**src/rtl/tx_100g_pkg.sv**
```systemverilog
// Shared XGMII character set, fixed lane patterns and transmit state encoding
// for the 100G transmit MAC.
package tx_100g_pkg;

  localparam logic [7:0] XG_IDLE     = 8'h07;
  localparam logic [7:0] XG_START    = 8'hFB;
  localparam logic [7:0] XG_PREAMBLE = 8'h55;
  localparam logic [7:0] XG_SFD      = 8'hD5;
  localparam logic [7:0] XG_TERM     = 8'hFD;
  localparam logic [7:0] XG_ERROR    = 8'hFE;
  localparam logic [7:0] XG_SEQ      = 8'h9C;

  // Lane byte 0 sits in bits [7:0]; remote fault is 9C,00,00,02,00,00,00,00 on the wire.
  localparam logic [63:0]  RF_LANE       = {32'h0000_0000, 8'h02, 8'h00, 8'h00, XG_SEQ};
  localparam logic [255:0] RF_WORD       = {4{RF_LANE}};
  localparam logic [31:0]  RF_CTRL       = 32'h0101_0101;
  localparam logic [63:0]  PREAMBLE_LANE = {XG_SFD, {6{XG_PREAMBLE}}, XG_START};
  localparam logic [255:0] IDLE_WORD     = {32{XG_IDLE}};
  localparam logic [255:0] ABORT_WORD    = {{30{XG_IDLE}}, XG_TERM, XG_ERROR};

  typedef enum logic [5:0] {
    ST_IDLE    = 6'b000001,
    ST_DATA    = 6'b000010,
    ST_TAIL    = 6'b000100,
    ST_IPG     = 6'b001000,
    ST_DISCARD = 6'b010000,
    ST_FAULT   = 6'b100000
  } tx_state_e;

  function automatic logic [255:0] expand_ctrl(input logic [31:0] m);
    logic [255:0] r;
    for (int i = 0; i < 32; i++) r[8*i +: 8] = {8{m[i]}};
    return r;
  endfunction

endpackage

```
**src/rtl/xgmii_term_mask.sv**
```systemverilog
// Terminate fill for a word ending at byte p: FD at p, 07 above it, zero below,
// with the matching ctrl mask.
module xgmii_term_mask
  import tx_100g_pkg::*;
(
  input  logic [4:0]   pos,
  output logic [255:0] fill,
  output logic [31:0]  ctrl_mask
);

  always_comb begin
    fill      = '0;
    ctrl_mask = '0;
    for (int i = 0; i < 32; i++) begin
      if (5'(i) == pos) begin
        fill[8*i +: 8] = XG_TERM;
        ctrl_mask[i]   = 1'b1;
      end else if (5'(i) > pos) begin
        fill[8*i +: 8] = XG_IDLE;
        ctrl_mask[i]   = 1'b1;
      end
    end
  end

endmodule

```
**src/rtl/tx_100g.sv**
```systemverilog
// 100G transmit MAC: frames FIFO words onto a 256-bit XGMII interface with
// preamble, terminate, inter-packet gap, abort and remote-fault signalling.
module tx_100g
  import tx_100g_pkg::*;
#(
  parameter int IPG_BYTES = 12
) (
  input  logic         clk,
  input  logic         reset,
  input  logic         link_ok,
  input  logic [255:0] in_data,
  input  logic         in_sof,
  input  logic         in_eof,
  input  logic [5:0]   in_nbytes,
  input  logic         in_valid,
  output logic         in_ready,
  output logic [255:0] tx_data,
  output logic [31:0]  tx_ctrl,
  output logic         frame_done,
  output logic         underrun_err,
  output logic         proto_err
);

  localparam logic [5:0] IPG_W = 6'(IPG_BYTES);

  tx_state_e    state;
  tx_state_e    frame_next;
  logic [63:0]  carry;
  logic [4:0]   tail_pos;
  logic [5:0]   n_eff;
  logic [4:0]   term_pos;
  logic [255:0] term_fill;
  logic [255:0] term_bytes;
  logic [31:0]  term_ctrl;
  logic [255:0] base_word;
  logic [255:0] tail_word;
  logic [255:0] frame_word;
  logic [31:0]  frame_ctrl;
  logic         frame_term;
  logic         accept;
  logic         is_start;

  assign in_ready = (state == ST_IDLE) || (state == ST_DATA) || (state == ST_DISCARD);
  assign accept   = in_valid & in_ready;
  assign is_start = (state == ST_IDLE);
  assign n_eff    = (in_nbytes == 6'd0 || in_nbytes > 6'd32) ? 6'd32 : in_nbytes;

  // 5-bit wrap is intentional: TAIL position is n-24 (n=32 wraps to 8), EOF position is 8+n for n<=23.
  assign term_pos = (state == ST_TAIL) ? tail_pos : n_eff[4:0] + 5'd8;

  xgmii_term_mask u_term (
    .pos       (term_pos),
    .fill      (term_fill),
    .ctrl_mask (term_ctrl)
  );

  assign term_bytes = expand_ctrl(term_ctrl);
  assign base_word  = {in_data[191:0], is_start ? PREAMBLE_LANE : carry};
  assign tail_word  = ({192'd0, carry} & ~term_bytes) | term_fill;

  always_comb begin
    frame_word = base_word;
    frame_ctrl = {31'd0, is_start};
    frame_term = 1'b0;
    frame_next = ST_DATA;
    if (in_eof) begin
      if (n_eff <= 6'd23) begin
        frame_word = (base_word & ~term_bytes) | term_fill;
        frame_ctrl = term_ctrl | {31'd0, is_start};
        frame_term = 1'b1;
        frame_next = ((6'd23 - n_eff) < IPG_W) ? ST_IPG : ST_IDLE;
      end else begin
        frame_next = ST_TAIL;
      end
    end
  end

  always_ff @(posedge clk or posedge reset) begin
    if (reset) begin
      state        <= ST_FAULT;
      carry        <= '0;
      tail_pos     <= '0;
      tx_data      <= IDLE_WORD;
      tx_ctrl      <= '1;
      frame_done   <= 1'b0;
      underrun_err <= 1'b0;
      proto_err    <= 1'b0;
    end else begin
      frame_done   <= 1'b0;
      underrun_err <= 1'b0;
      proto_err    <= 1'b0;
      tx_data      <= IDLE_WORD;
      tx_ctrl      <= '1;
      case (state)
        ST_IDLE: begin
          if (!link_ok) begin
            state <= ST_FAULT;
          end else if (accept && in_sof) begin
            tx_data    <= frame_word;
            tx_ctrl    <= frame_ctrl;
            frame_done <= frame_term;
            carry      <= in_data[255:192];
            tail_pos   <= n_eff[4:0] - 5'd24;
            state      <= frame_next;
          end else begin
            proto_err <= accept;
          end
        end
        ST_DATA: begin
          if (!link_ok || !in_valid) begin
            tx_data      <= ABORT_WORD;
            underrun_err <= 1'b1;
            carry        <= '0;
            state        <= link_ok ? ST_DISCARD : ST_FAULT;
          end else begin
            tx_data    <= frame_word;
            tx_ctrl    <= frame_ctrl;
            frame_done <= frame_term;
            carry      <= in_data[255:192];
            tail_pos   <= n_eff[4:0] - 5'd24;
            state      <= frame_next;
          end
        end
        ST_TAIL: begin
          tx_data    <= tail_word;
          tx_ctrl    <= term_ctrl;
          frame_done <= 1'b1;
          carry      <= '0;
          state      <= ST_IDLE;
        end
        ST_IPG: begin
          state <= link_ok ? ST_IDLE : ST_FAULT;
        end
        ST_DISCARD: begin
          if (accept && in_eof) state <= ST_IDLE;
        end
        ST_FAULT: begin
          if (link_ok) begin
            state <= ST_IDLE;
          end else begin
            tx_data <= RF_WORD;
            tx_ctrl <= RF_CTRL;
          end
        end
        default: state <= ST_FAULT;
      endcase
    end
  end

endmodule

```
**config.mk**
```make
export PLATFORM = sky130hd
export DESIGN_NAME = tx_100g
export DESIGN_NICKNAME = d
export VERILOG_FILES = /design/src/rtl/tx_100g_pkg.sv /design/src/rtl/xgmii_term_mask.sv /design/src/rtl/tx_100g.sv
export SDC_FILE = /design/constraint.sdc
export NUM_CORES = 1
export LEC_CHECK = 0
export CAP_MARGIN = 20
export CORE_AREA = 5 5 217 219
export CTS_BUF_LIST = sky130_fd_sc_hd__clkbuf_16
export DETAILED_ROUTE_END_ITERATION = 12
export DIE_AREA = 0 0 222 224
export GPL_TIMING_DRIVEN = 0
export PLACE_DENSITY = 0.67
export SLEW_MARGIN = 0
export SYNTH_ARGS = -nofsm -noshare
export SYNTH_HDL_FRONTEND = slang
export SYNTH_SLANG_ARGS = --single-unit
export TNS_END_PERCENT = 30
```
**constraint.sdc**
```tcl
create_clock -name clk -period 22.6 [get_ports clk]
set_input_delay 2.26 -clock clk [delete_from_list [all_inputs] [get_ports clk]]
set_output_delay 2.26 -clock clk [all_outputs]
set_load 0.05 [all_outputs]
```
[After elaboration in Yosys (flattened, before gate mapping)]
Index checks and enable logic that the tools add are counted.
Operators by class
  add/subtract/negate cells: 3
  $lt $le $gt $ge: 35
  eq/ne operators: 43
  multiplexer cells: 175
  bitwise operators: 7
  reduce and logical (&&, ||, !) cells: 15
Operator list (count)
  256-bit two-way mux: 5
  256-bit case mux with 4 select lines: 1
  256-bit bitwise OR: 2
  256-bit bitwise AND: 1
  64-bit by 256-bit bitwise AND with 256-bit output: 1
  64-bit two-way mux: 4
  8-bit two-way mux: 32
  256-bit NOT: 1
  251-bit two-way mux: 1
  32-bit two-way mux: 6
  64-bit case mux with 3 select lines: 1
  32-bit case mux with 4 select lines: 1
  3-bit two-way mux: 32
  5-bit == test, first input constant: 16
  5-bit > comparator, first input constant: 16
  1-bit two-way mux: 74
  6-bit two-way mux: 8
  4-bit by 5-bit == test with 1-bit output, first input constant: 8
  4-bit by 5-bit > comparator with 1-bit output, first input constant: 8
  6-bit case mux with 6 select lines: 1
  32-bit by 1-bit bitwise OR with 32-bit output: 1
  3-bit by 5-bit == test with 1-bit output, first input constant: 4
  3-bit by 5-bit > comparator with 1-bit output, first input constant: 4
  5-bit two-way mux: 4
  32 further kinds: 46
Storage, ports and cells
  flip-flop bits (word level): 366
  bits of input ports: 268
  logic and storage cells: 286

[Longest topological paths before layout]
Gate-level depths: netlist (run 1).
  word-level depth: 16
  mapped depth: 12
  depth with buffers taken out: 8

[Hierarchy]
Synthesis (run 1) repeated with hierarchy kept, for this count alone.
Unflattened totals
  cells, all modules: 1657
  area, all modules: 17569.4 sq um
Modules (own cells, without submodules)
  tx_100g: times used 1, cells each 1322, area an instance 15319.7 sq um, seq. area each 9320.2 sq um
  xgmii_term_mask: times used 1, cells each 335, area an instance 2249.7 sq um, seq. area each 0.0 sq um

[Least setup slack after synthesis (run 1)]
Ideal clock, no wire load.
  path type: input to register
  start point: input in_nbytes[5]
  end point: register tx_data[225]
  data arrival time: 4.399 ns
  data required time: 22.522 ns
  setup slack: 18.123 ns
  stages: 10
  path through: nand2b_1 -> clkbuf_1 -> ha_1 -> clkbuf_1 -> nor4b_1 -> o21ai_2 -> a21boi_2 -> and3_1 -> a221o_1 -> a31o_1
Between the ends
  word-level cells in the longest chain between the ends: 16
  elaborated cells on any way between the ends: 24
  classes of those cells: add/sub (1); order compare (3); eq/ne (1); mux (12); bitwise (5); reduce/logical (2)
Ends and longest elaborated chain
  from (decl): RTL line tx_100g.sv:14  | input logic [5:0] in_nbytes,
  6-bit > comparator or 6-bit zero test (tied branches): RTL line tx_100g.sv:46  | assign n_eff = (in_nbytes == 6'd0 || in_nbytes > 6'd32) ? 6'd32 : in_nbytes;
  1-bit logical OR: RTL line tx_100g.sv:46
  6-bit two-way mux *: RTL line tx_100g.sv:46
  5-bit by 4-bit adder with 5-bit output: RTL line tx_100g.sv:49  | assign term_pos = (state == ST_TAIL) ? tail_pos : n_eff[4:0] + 5'd8;
  5-bit two-way mux: RTL line tx_100g.sv:49
  5-bit > comparator: RTL line xgmii_term_mask.sv:18  | end else if (5'(i) > pos) begin
  1-bit two-way mux: RTL line xgmii_term_mask.sv:18
  1-bit two-way mux: RTL line xgmii_term_mask.sv:15  | if (5'(i) == pos) begin
  256-bit NOT: RTL line tx_100g.sv:59, tx_100g.sv:68
  256-bit bitwise AND: RTL line tx_100g.sv:68  | frame_word = (base_word & ~term_bytes) | term_fill;
  256-bit bitwise OR: RTL line tx_100g.sv:68
  256-bit two-way mux: RTL line tx_100g.sv:67  | if (n_eff <= 6'd23) begin
  256-bit two-way mux: RTL line tx_100g.sv:66  | if (in_eof) begin
  256-bit two-way mux: RTL line tx_100g.sv:98  | end else if (accept && in_sof) begin
  256-bit two-way mux: RTL line tx_100g.sv:96  | if (!link_ok) begin
  256-bit case mux with 4 select lines *: RTL line tx_100g.sv:94  | case (state)
  to (signal assigned): RTL line tx_100g.sv:99  | tx_data <= frame_word;
  to (signal assigned): RTL line tx_100g.sv:116  | tx_data <= frame_word;
  to (signal assigned): RTL line tx_100g.sv:125  | tx_data <= tail_word;
  to (decl): RTL line tx_100g.sv:17  | output logic [255:0] tx_data,
Every way passes the cells marked *; elsewhere a longest branch is shown, timed or not.
A chain may end at the register's enable or synchronous reset.

[Worst setup path in the final report (run 1)]
  start point: input in_nbytes[3]
  end point: register tx_data[52]
Between the ends
  word-level cells in the longest chain between the ends: 16
  elaborated cells on any way between the ends: 23
  classes of those cells: add/sub (1); order compare (3); eq/ne (1); mux (11); bitwise (5); reduce/logical (2)
Ends and longest elaborated chain (RTL line)
  6-bit > comparator or 6-bit zero test (tied branches): tx_100g.sv:46
  1-bit logical OR: tx_100g.sv:46
  6-bit two-way mux *: tx_100g.sv:46
  5-bit by 4-bit adder with 5-bit output: tx_100g.sv:49
  5-bit two-way mux: tx_100g.sv:49
  3-bit by 5-bit > comparator with 1-bit output: xgmii_term_mask.sv:18
  1-bit two-way mux: xgmii_term_mask.sv:18
  1-bit two-way mux: xgmii_term_mask.sv:15
  256-bit NOT: tx_100g.sv:59, tx_100g.sv:68
  256-bit bitwise AND: tx_100g.sv:68
  256-bit bitwise OR: tx_100g.sv:68
  256-bit two-way mux: tx_100g.sv:67
  256-bit two-way mux: tx_100g.sv:66
  256-bit two-way mux: tx_100g.sv:98
  256-bit two-way mux: tx_100g.sv:96
  256-bit case mux with 4 select lines *: tx_100g.sv:94
Marks and branches as above.

==> results of run 1 <==
==> cells in the final DEF, fill, tap and decap left out, types with 10 or more instances in the layout <==
master,Yosys,routed
clkdlybuf4s50_1,0,558
dfrtp_1,237,237
nand2_1,236,236
a21o_1,138,138
dfstp_2,129,129
o21ai_0,123,123
nand3_1,104,104
nor2_1,102,102
clkbuf_1,70,70
a21oi_1,58,58
clkbuf_16,0,41
nor3_1,33,33
buf_2,24,24
inv_1,17,24
o21ai_1,22,22
a31oi_1,21,21
o211ai_1,14,14
o22ai_1,13,13
nand4_1,13,13
o31ai_1,12,12
nand2b_1,11,11
a211o_1,11,11
nor2b_1,10,10
clkinv_1,0,10
==> critical path, delay by kind of cell <==
family / cells / cell delay (ns)
fa+ha+maj: 1 / 0.38
buf+inv: 3 / 1.47
compound gates: 4 / 1.87
simple gates: 2 / 0.60
==> layer usage <==
layer | part of all wire (%) | vias up | global-route usage, %
met4 | 5.1 | 2 | 14.7
met5 | 0.014 | - | 0
met2 | 49 | 957 | 56.8
li1 | - | 7019 | -
met1 | 38 | 8131 | 40.1
met3 | 8.5 | 254 | 9.06
==> Yosys cell counts (10+ instances only) <==
cell type / number / area (µm²)
a211o_1: 11 / 96.3
a21o_1: 138 / 1040
a21oi_1: 58 / 290
a31oi_1: 21 / 131
buf_2: 24 / 120
clkbuf_1: 70 / 263
dfrtp_1: 237 / 5930
dfstp_2: 129 / 3390
inv_1: 17 / 63.8
nand2_1: 236 / 886
nand2b_1: 11 / 68.8
nand3_1: 104 / 521
nand4_1: 13 / 81.3
nor2_1: 102 / 383
nor2b_1: 10 / 62.6
nor3_1: 33 / 165
o211ai_1: 14 / 105
o21ai_0: 123 / 616
o21ai_1: 22 / 110
o22ai_1: 13 / 81.3
o31ai_1: 12 / 90.1
==> through the flow <==
| step | power [mW] | std cells | hold slack, ns |
|---|---|---|---|
| 6_report | 2.90 | 2851 | 0.464 |
| 5_1_grt | 2.99 | 2851 | 0.493 |
| 4_1_cts | 2.89 | 2849 | 0.469 |
| 3_5_place_dp | 2.20 | 2775 | 0.456 |
| 3_3_place_gp | 2.19 | 2772 | 0.452 |
| 2_1_floorplan | 1.69 | 1614 | 0.432 |
==> power by group through the flow <==
stage                     Combinational (mW)  Sequential, mW  Clock, mW
final                                   1.25           0.967      0.679
after global routing                    1.30           0.982      0.716
after CTS                               1.23           0.966      0.689
after detailed placement                1.23           0.975          0
after global placement                  1.22           0.972          0
after floorplan                        0.346            1.34          0
==> logic make-up after synthesis <==
kind of cell    after synthesis
flops                       366
simple gates                581
xor+xnor                      6
buf+inv                     126
fa+ha+maj                     2
compound gates              533
==> worst min path at each step <==
stage                         start   endpoint  slack [ns]  cells past startpoint
after floorplan           carry[42]  carry[42]        0.43                      2
after global placement     carry[6]   carry[6]        0.45                      2
after detailed placement  carry[10]  carry[10]        0.46                      2
after CTS                 carry[27]  carry[27]        0.47                      2
after global routing      carry[53]  carry[53]        0.49                      2
final                     carry[50]  carry[50]        0.46                      2
==> area by class of cell <==
| class | instances | area (µm²) |
|---|---|---|
| Buffer | 109 | 507 |
| Sequential cell | 366 | 9320 |
| Tap cell | 600 | 751 |
| Multi-Input combinational cell | 1122 | 6590 |
| Fill cell | 4064 | 20600 |
| Clock buffer | 41 | 1030 |
| Inverter | 17 | 71.3 |
| Timing Repair Buffer | 563 | 5670 |
| Clock inverter | 33 | 317 |
==> state kept, by name, summed over array words and instances, names as in the netlist <==
signal,cells
tx_data,256
carry,64
tx_ctrl,32
state,6
tail_pos,5
frame_done,1
proto_err,1
underrun_err,1
==> metrics, run 1 <==
Worst slew margin=about a fifth; compound-gate portion of the synthesized area=22.8%; vias in the first global route=between 15000 and 20000; Netlist cell types=96; Synth Net Count=1884; WS Path Type=input port to register; Clk pwr share=23.5%; Worst R2R Path Depth=8; CTS Hold Bufs=0; Syn Std Cell Area=roughly 0.016 mm²; CTS clk-pin slew, worst paths=around 0.06 ns; DP Area=0.0229 mm²; Max VDD drop=73.9 µV; Final Cycle Share=between 20% and 30%; DR pass1 iterations=7; clk_lat worst skew=about 0.58 ns; post_cts resized=0; post-synthesis async set-or-reset flop share=between 90% and 100%; Total Routing Usage GR=between 30% and 40%; 1st-iter DRT viols=roughly 1600; DR vias=approximately 16000; CP Launch Point=in_nbytes[3]; combinational share of power=about 43%; final core occ=a little over half; starting density of the core=a little under two fifths; setup TNS=0 ns; P_sw=1.25 mW; Yosys Warn Count=0; clock skew=between 0.015 and 0.02 ns; fraction of layout instances using a drive strength above 1=13.1%; Die Y=~220 µm; synthesized instance count=approximately 1600; post-synthesis sequential area ratio=a little under three fifths; Total Routed Length=around 86000 µm; crit path DAT=between 6 and 7 ns; critical-path cell list=clkdlybuf4s50_1 -> nand2b_1 -> clkbuf_1 -> ha_1 -> clkbuf_1 -> a21oi_2 -> a21oi_2 -> nand4_1 -> o22ai_1 -> o21bai_1; fin crit period=slightly above 6 ns; CTS Buf Count=41; die width=222 µm; number of synthesized register bits=approximately 370; worst reg2reg endpoint=tx_data[40]; data required time at the worst endpoint=roughly 23 ns; status=completed; GP Congestion=between 1 and 1.5; fin area=~0.024 mm²; ANT cells=0; die area=between 0.04 and 0.05 mm²; sw frac=between 40% and 50%; largest family of logic cells by synthesized area=compound AO/OA/AOI/OAI gates; Seq pwr share=33.4%; area grow syn2layout=47.1%; Slew Viols, Final=0; R2R setup slack=18.62 ns; PortBufs=about 560; crit path capture=tx_data[52]; clk sinks=~370; Power Internal=roughly 1.6 mW; initial antenna violation count=1; critical path launch point type=input port; Post-synth top flop=dfrtp_1; post-DR wirelength/cell=just over 30 µm; DP Worst Slack=~16 ns; Simple-Gate Fraction of Synth Area=16.7%; cell leakage power=11.0 nW; DRC errors left=0; Core Area=0.0449 mm²; antenna viol nets, final=0; max frequency=0.164 GHz; max cap viols=0; row cnt=between 70 and 80; CTS tree=done; Top Ports=560; Post-synth EDFFs=0; largest net degree at the start of global routing=roughly 130; slowest CP cell=o22ai_1; post-synthesis mux area share=0%; Clock Path Buffers=3; worst hold-check path type=register to register; setup bufs post-CTS=0; Worst Tran Pin Value=roughly 1.2 ns; Final Hold Viols=0; vias per inst=5.74; post-synthesis adder-cell area fraction=less than 1%; power density over the cells=around 120 mW/mm²; worst r2r src=state[5]; Net count, final=between 2000 and 2500; first-pass GRT wire length=between 100000 and 150000 µm; Detail Placement HPWL=~66000 µm; grt ovf=0; final setup violation count=0; XOR/XNOR share of the synthesized area=0.319%; H-tree levels=2; unrepaired setup endpoints after global routing=false; final worst slack=16.50 ns; CP endpoint kind=register; Syn Area/Cell=between 10 and 15 µm²; slowest stage delay, CP=0.74 ns; Root Driver=clkbuf_16; Max FO, Critical Path=10
(Power assumes the default switching activity.)
==> run 2: changes to the inputs <==
--- a/config.mk
+++ b/config.mk
@@ -11,7 +11,7 @@
 export DETAILED_ROUTE_END_ITERATION = 12
 export DIE_AREA = 0 0 222 224
 export GPL_TIMING_DRIVEN = 0
-export PLACE_DENSITY = 0.67
+export PLACE_DENSITY = 0.7
 export SLEW_MARGIN = 0
 export SYNTH_ARGS = -nofsm -noshare
 export SYNTH_HDL_FRONTEND = slang
==> constraint.sdc (replaced) <==
create_clock -name clk -period 5.1 [get_ports clk]
set_input_delay 0.51 -clock clk [delete_from_list [all_inputs] [get_ports clk]]
set_output_delay 0.51 -clock clk [all_outputs]
set_load 0.05 [all_outputs]
==> run 2 against run 1 <==
Sequential share of layout area is 0.24 points lower. Critical endpoint unchanged. Non-clock buffer count is 5 higher. Routed wire length is 0.18% lower. Clock skew grew 0.014 ns.
==> metrics, run 2 (synthesis gave the netlist of run 1 again) <==
status=completed (unchanged); clock skew=0.0335 ns (was 0.0194 ns); filler instances=4074 (was 4064); DR vias=16300 (was 16400); Largest Register=tx_data (unchanged); worst hold-check path type=input port to async pin (was register to register); Total Routing Usage GR=33.4% (about the same); crit path DAT=4.83 ns (was 6.58 ns); CTS tree=done (unchanged); DP Cell Count=2782 (was 2775); slowest CP cell=o22ai_1 (unchanged); max frequency=around 0.23 GHz; Detail Placement HPWL=66800 µm (was 66300 µm); clk_lat worst skew=0.59 ns (was 0.58 ns); Core Area=0.0449 mm² (unchanged); antenna viol nets, final=0 (unchanged); fin area=0.0244 mm² (was 0.0243 mm²); CP endpoint kind=register (unchanged); vias per inst=5.72 (was 5.74); post_cts resized=0 (unchanged); final core occ=54.4% (was 54.0%); Slew Viols, Final=0 (unchanged); most common cell after layout, fill and taps aside=clkdlybuf4s50_1 (unchanged); critical path's top delay family=compound AO/OA/AOI/OAI gates (unchanged); largest registers=tx_data (256), carry (64), tx_ctrl (32) (unchanged); PortBufs=558 (unchanged); grt ovf=0 (unchanged); flip-flop and latch area=0.00932 mm² (unchanged); DRC errors left=0 (unchanged); fin crit period=~4.3 ns; GP Congestion=1.02 (about the same); multi-input logic area=0.00659 mm² (unchanged); initial antenna violation count=0 (was 1); critical path launch point type=input port (unchanged); ANT cells=0 (unchanged); leading cell types in the layout, fill and taps excluded=clkdlybuf4s50_1 (558), dfrtp_1 (237), nand2_1 (236), a21o_1 (138), dfstp_2 (129) (unchanged); Seq pwr share=33.2% (was 33.4%); row cnt=78 (unchanged); DR pass1 iterations=6 (was 7); Worst Tran Pin Value=1.27 ns (was 1.20 ns); WS Path Type=input port to register (unchanged); CTS Buf Count=39 (was 41); 1st-iter DRT viols=1202 (was 1570); Max VDD drop=307 µV (was 73.9 µV); Root Driver=clkbuf_16 (unchanged); CTS clk-pin slew, worst paths=0.08 ns (was 0.06 ns); Clk pwr share=23.9% (was 23.5%); setup bufs post-CTS=0 (unchanged); final setup violation count=0 (unchanged); Top Ports=560 (unchanged); unrepaired setup endpoints after global routing=false (unchanged); Power Internal=7.41 mW (was 1.65 mW); cell leakage power=11.1 nW (was 11.0 nW); slowest stage delay, CP=0.73 ns (was 0.74 ns); Final Hold Viols=0 (unchanged); Total Routed Length=86000 µm (was 86200 µm); Die Y=224 µm (unchanged); die area=0.0497 mm² (unchanged); area grow syn2layout=48.1% (was 47.1%); Worst slew margin=15.4% (was 19.8%); sw frac=42.6% (was 43.1%); clk sinks=366 (unchanged); largest net degree at the start of global routing=45 (was 131); die width=222 µm (unchanged); data required time at the worst endpoint=5.60 ns (was 23.08 ns); power density over the cells=529 mW/mm² (was 119 mW/mm²); Net count, final=2493 (was 2490); P_sw=5.51 mW (was 1.25 mW); critical-path cell list=clkdlybuf4s50_1 -> clkbuf_1 -> nor2b_1 -> ha_1 -> clkbuf_1 -> a21oi_2 -> a21oi_2 -> nand4_1 -> o22ai_1 -> o21bai_1 (was clkdlybuf4s50_1 -> nand2b_1 -> clkbuf_1 -> ha_1 -> clkbuf_1 -> a21oi_2 -> a21oi_2 -> nand4_1 -> o22ai_1 -> o21bai_1); max FFs per register=256 (unchanged); Max FO, Critical Path=10 (unchanged); WP buf/inv=3 (unchanged); vias in the first global route=16800 (was 16900); CTS Hold Bufs=0 (unchanged); fraction of layout instances using a drive strength above 1=13.4% (was 13.1%); starting density of the core=36.7% (unchanged); DP Area=0.0230 mm² (was 0.0229 mm²); max cap viols=0 (unchanged); Clock Path Buffers=3 (unchanged); first-pass GRT wire length=122000 µm (about the same); H-tree levels=2 (unchanged); non-filler cells, final=2853 (was 2851); post-DR wirelength/cell=30.2 µm (about the same); Final Cycle Share=around 85%; combinational share of power=42.9% (was 43.2%)
## run 2: path summary, 6_finish.rpt
kind,from,slack [ns],cells after the start,endpoint
max reg2reg,state[1],1.02,9,tx_ctrl[7]
max in group asynchronous,reset,3.11,6,tx_data[176]
min reg2reg,carry[7],0.47,2,carry[7]
max,in_nbytes[5],0.77,10,tx_data[52]
min in group clk,in_data[50],0.45,3,tx_data[114]
min,reset,0.45,2,state[3]
## run 2: final cells by class
class / count / share of cell area (%)
tap: 600 / 3.08
sequential: 366 / 38.2
inverter: 17 / 0.277
multi-input combinational: 1122 / 27.0
clock inverter: 31 / 1.57
timing repair buffer: 568 / 23.7
clock buffer: 40 / 4.10
buffer: 109 / 2.08
## run 2: routing by layer
metal,track usage [%],vias up,wire [µm]
met5,0,-,0
li1,-,6999,-
met1,40.7,8200,33100
met3,7.59,208,6550
met2,56.6,921,41900
met4,15.6,0,4530
## run 2: through the flow
| step | setup slack [ns] | total power, mW | setup TNS, ns | hold slack (ns) |
|---|---|---|---|---|
| global placement | -2.52 | 9.75 | -668.90 | 0.452 |
| floorplan | -0.215 | 7.49 | -50.93 | 0.432 |
| finish | 0.773 | 12.9 | 0 | 0.447 |
| global route | 0.782 | 13.4 | 0 | 0.488 |
| detailed placement | 0.411 | 9.81 | 0 | 0.457 |
| CTS | 1.01 | 12.9 | 0 | 0.433 |
## run 2: power groups by stage
stage	combinational [mW]	sequential, mW	clock, mW
after floorplan	1.54	5.96	0
after global placement	5.44	4.32	0
after detailed placement	5.48	4.32	0
after CTS	5.51	4.29	3.12
after global routing	5.76	4.36	3.24
final	5.55	4.29	3.09
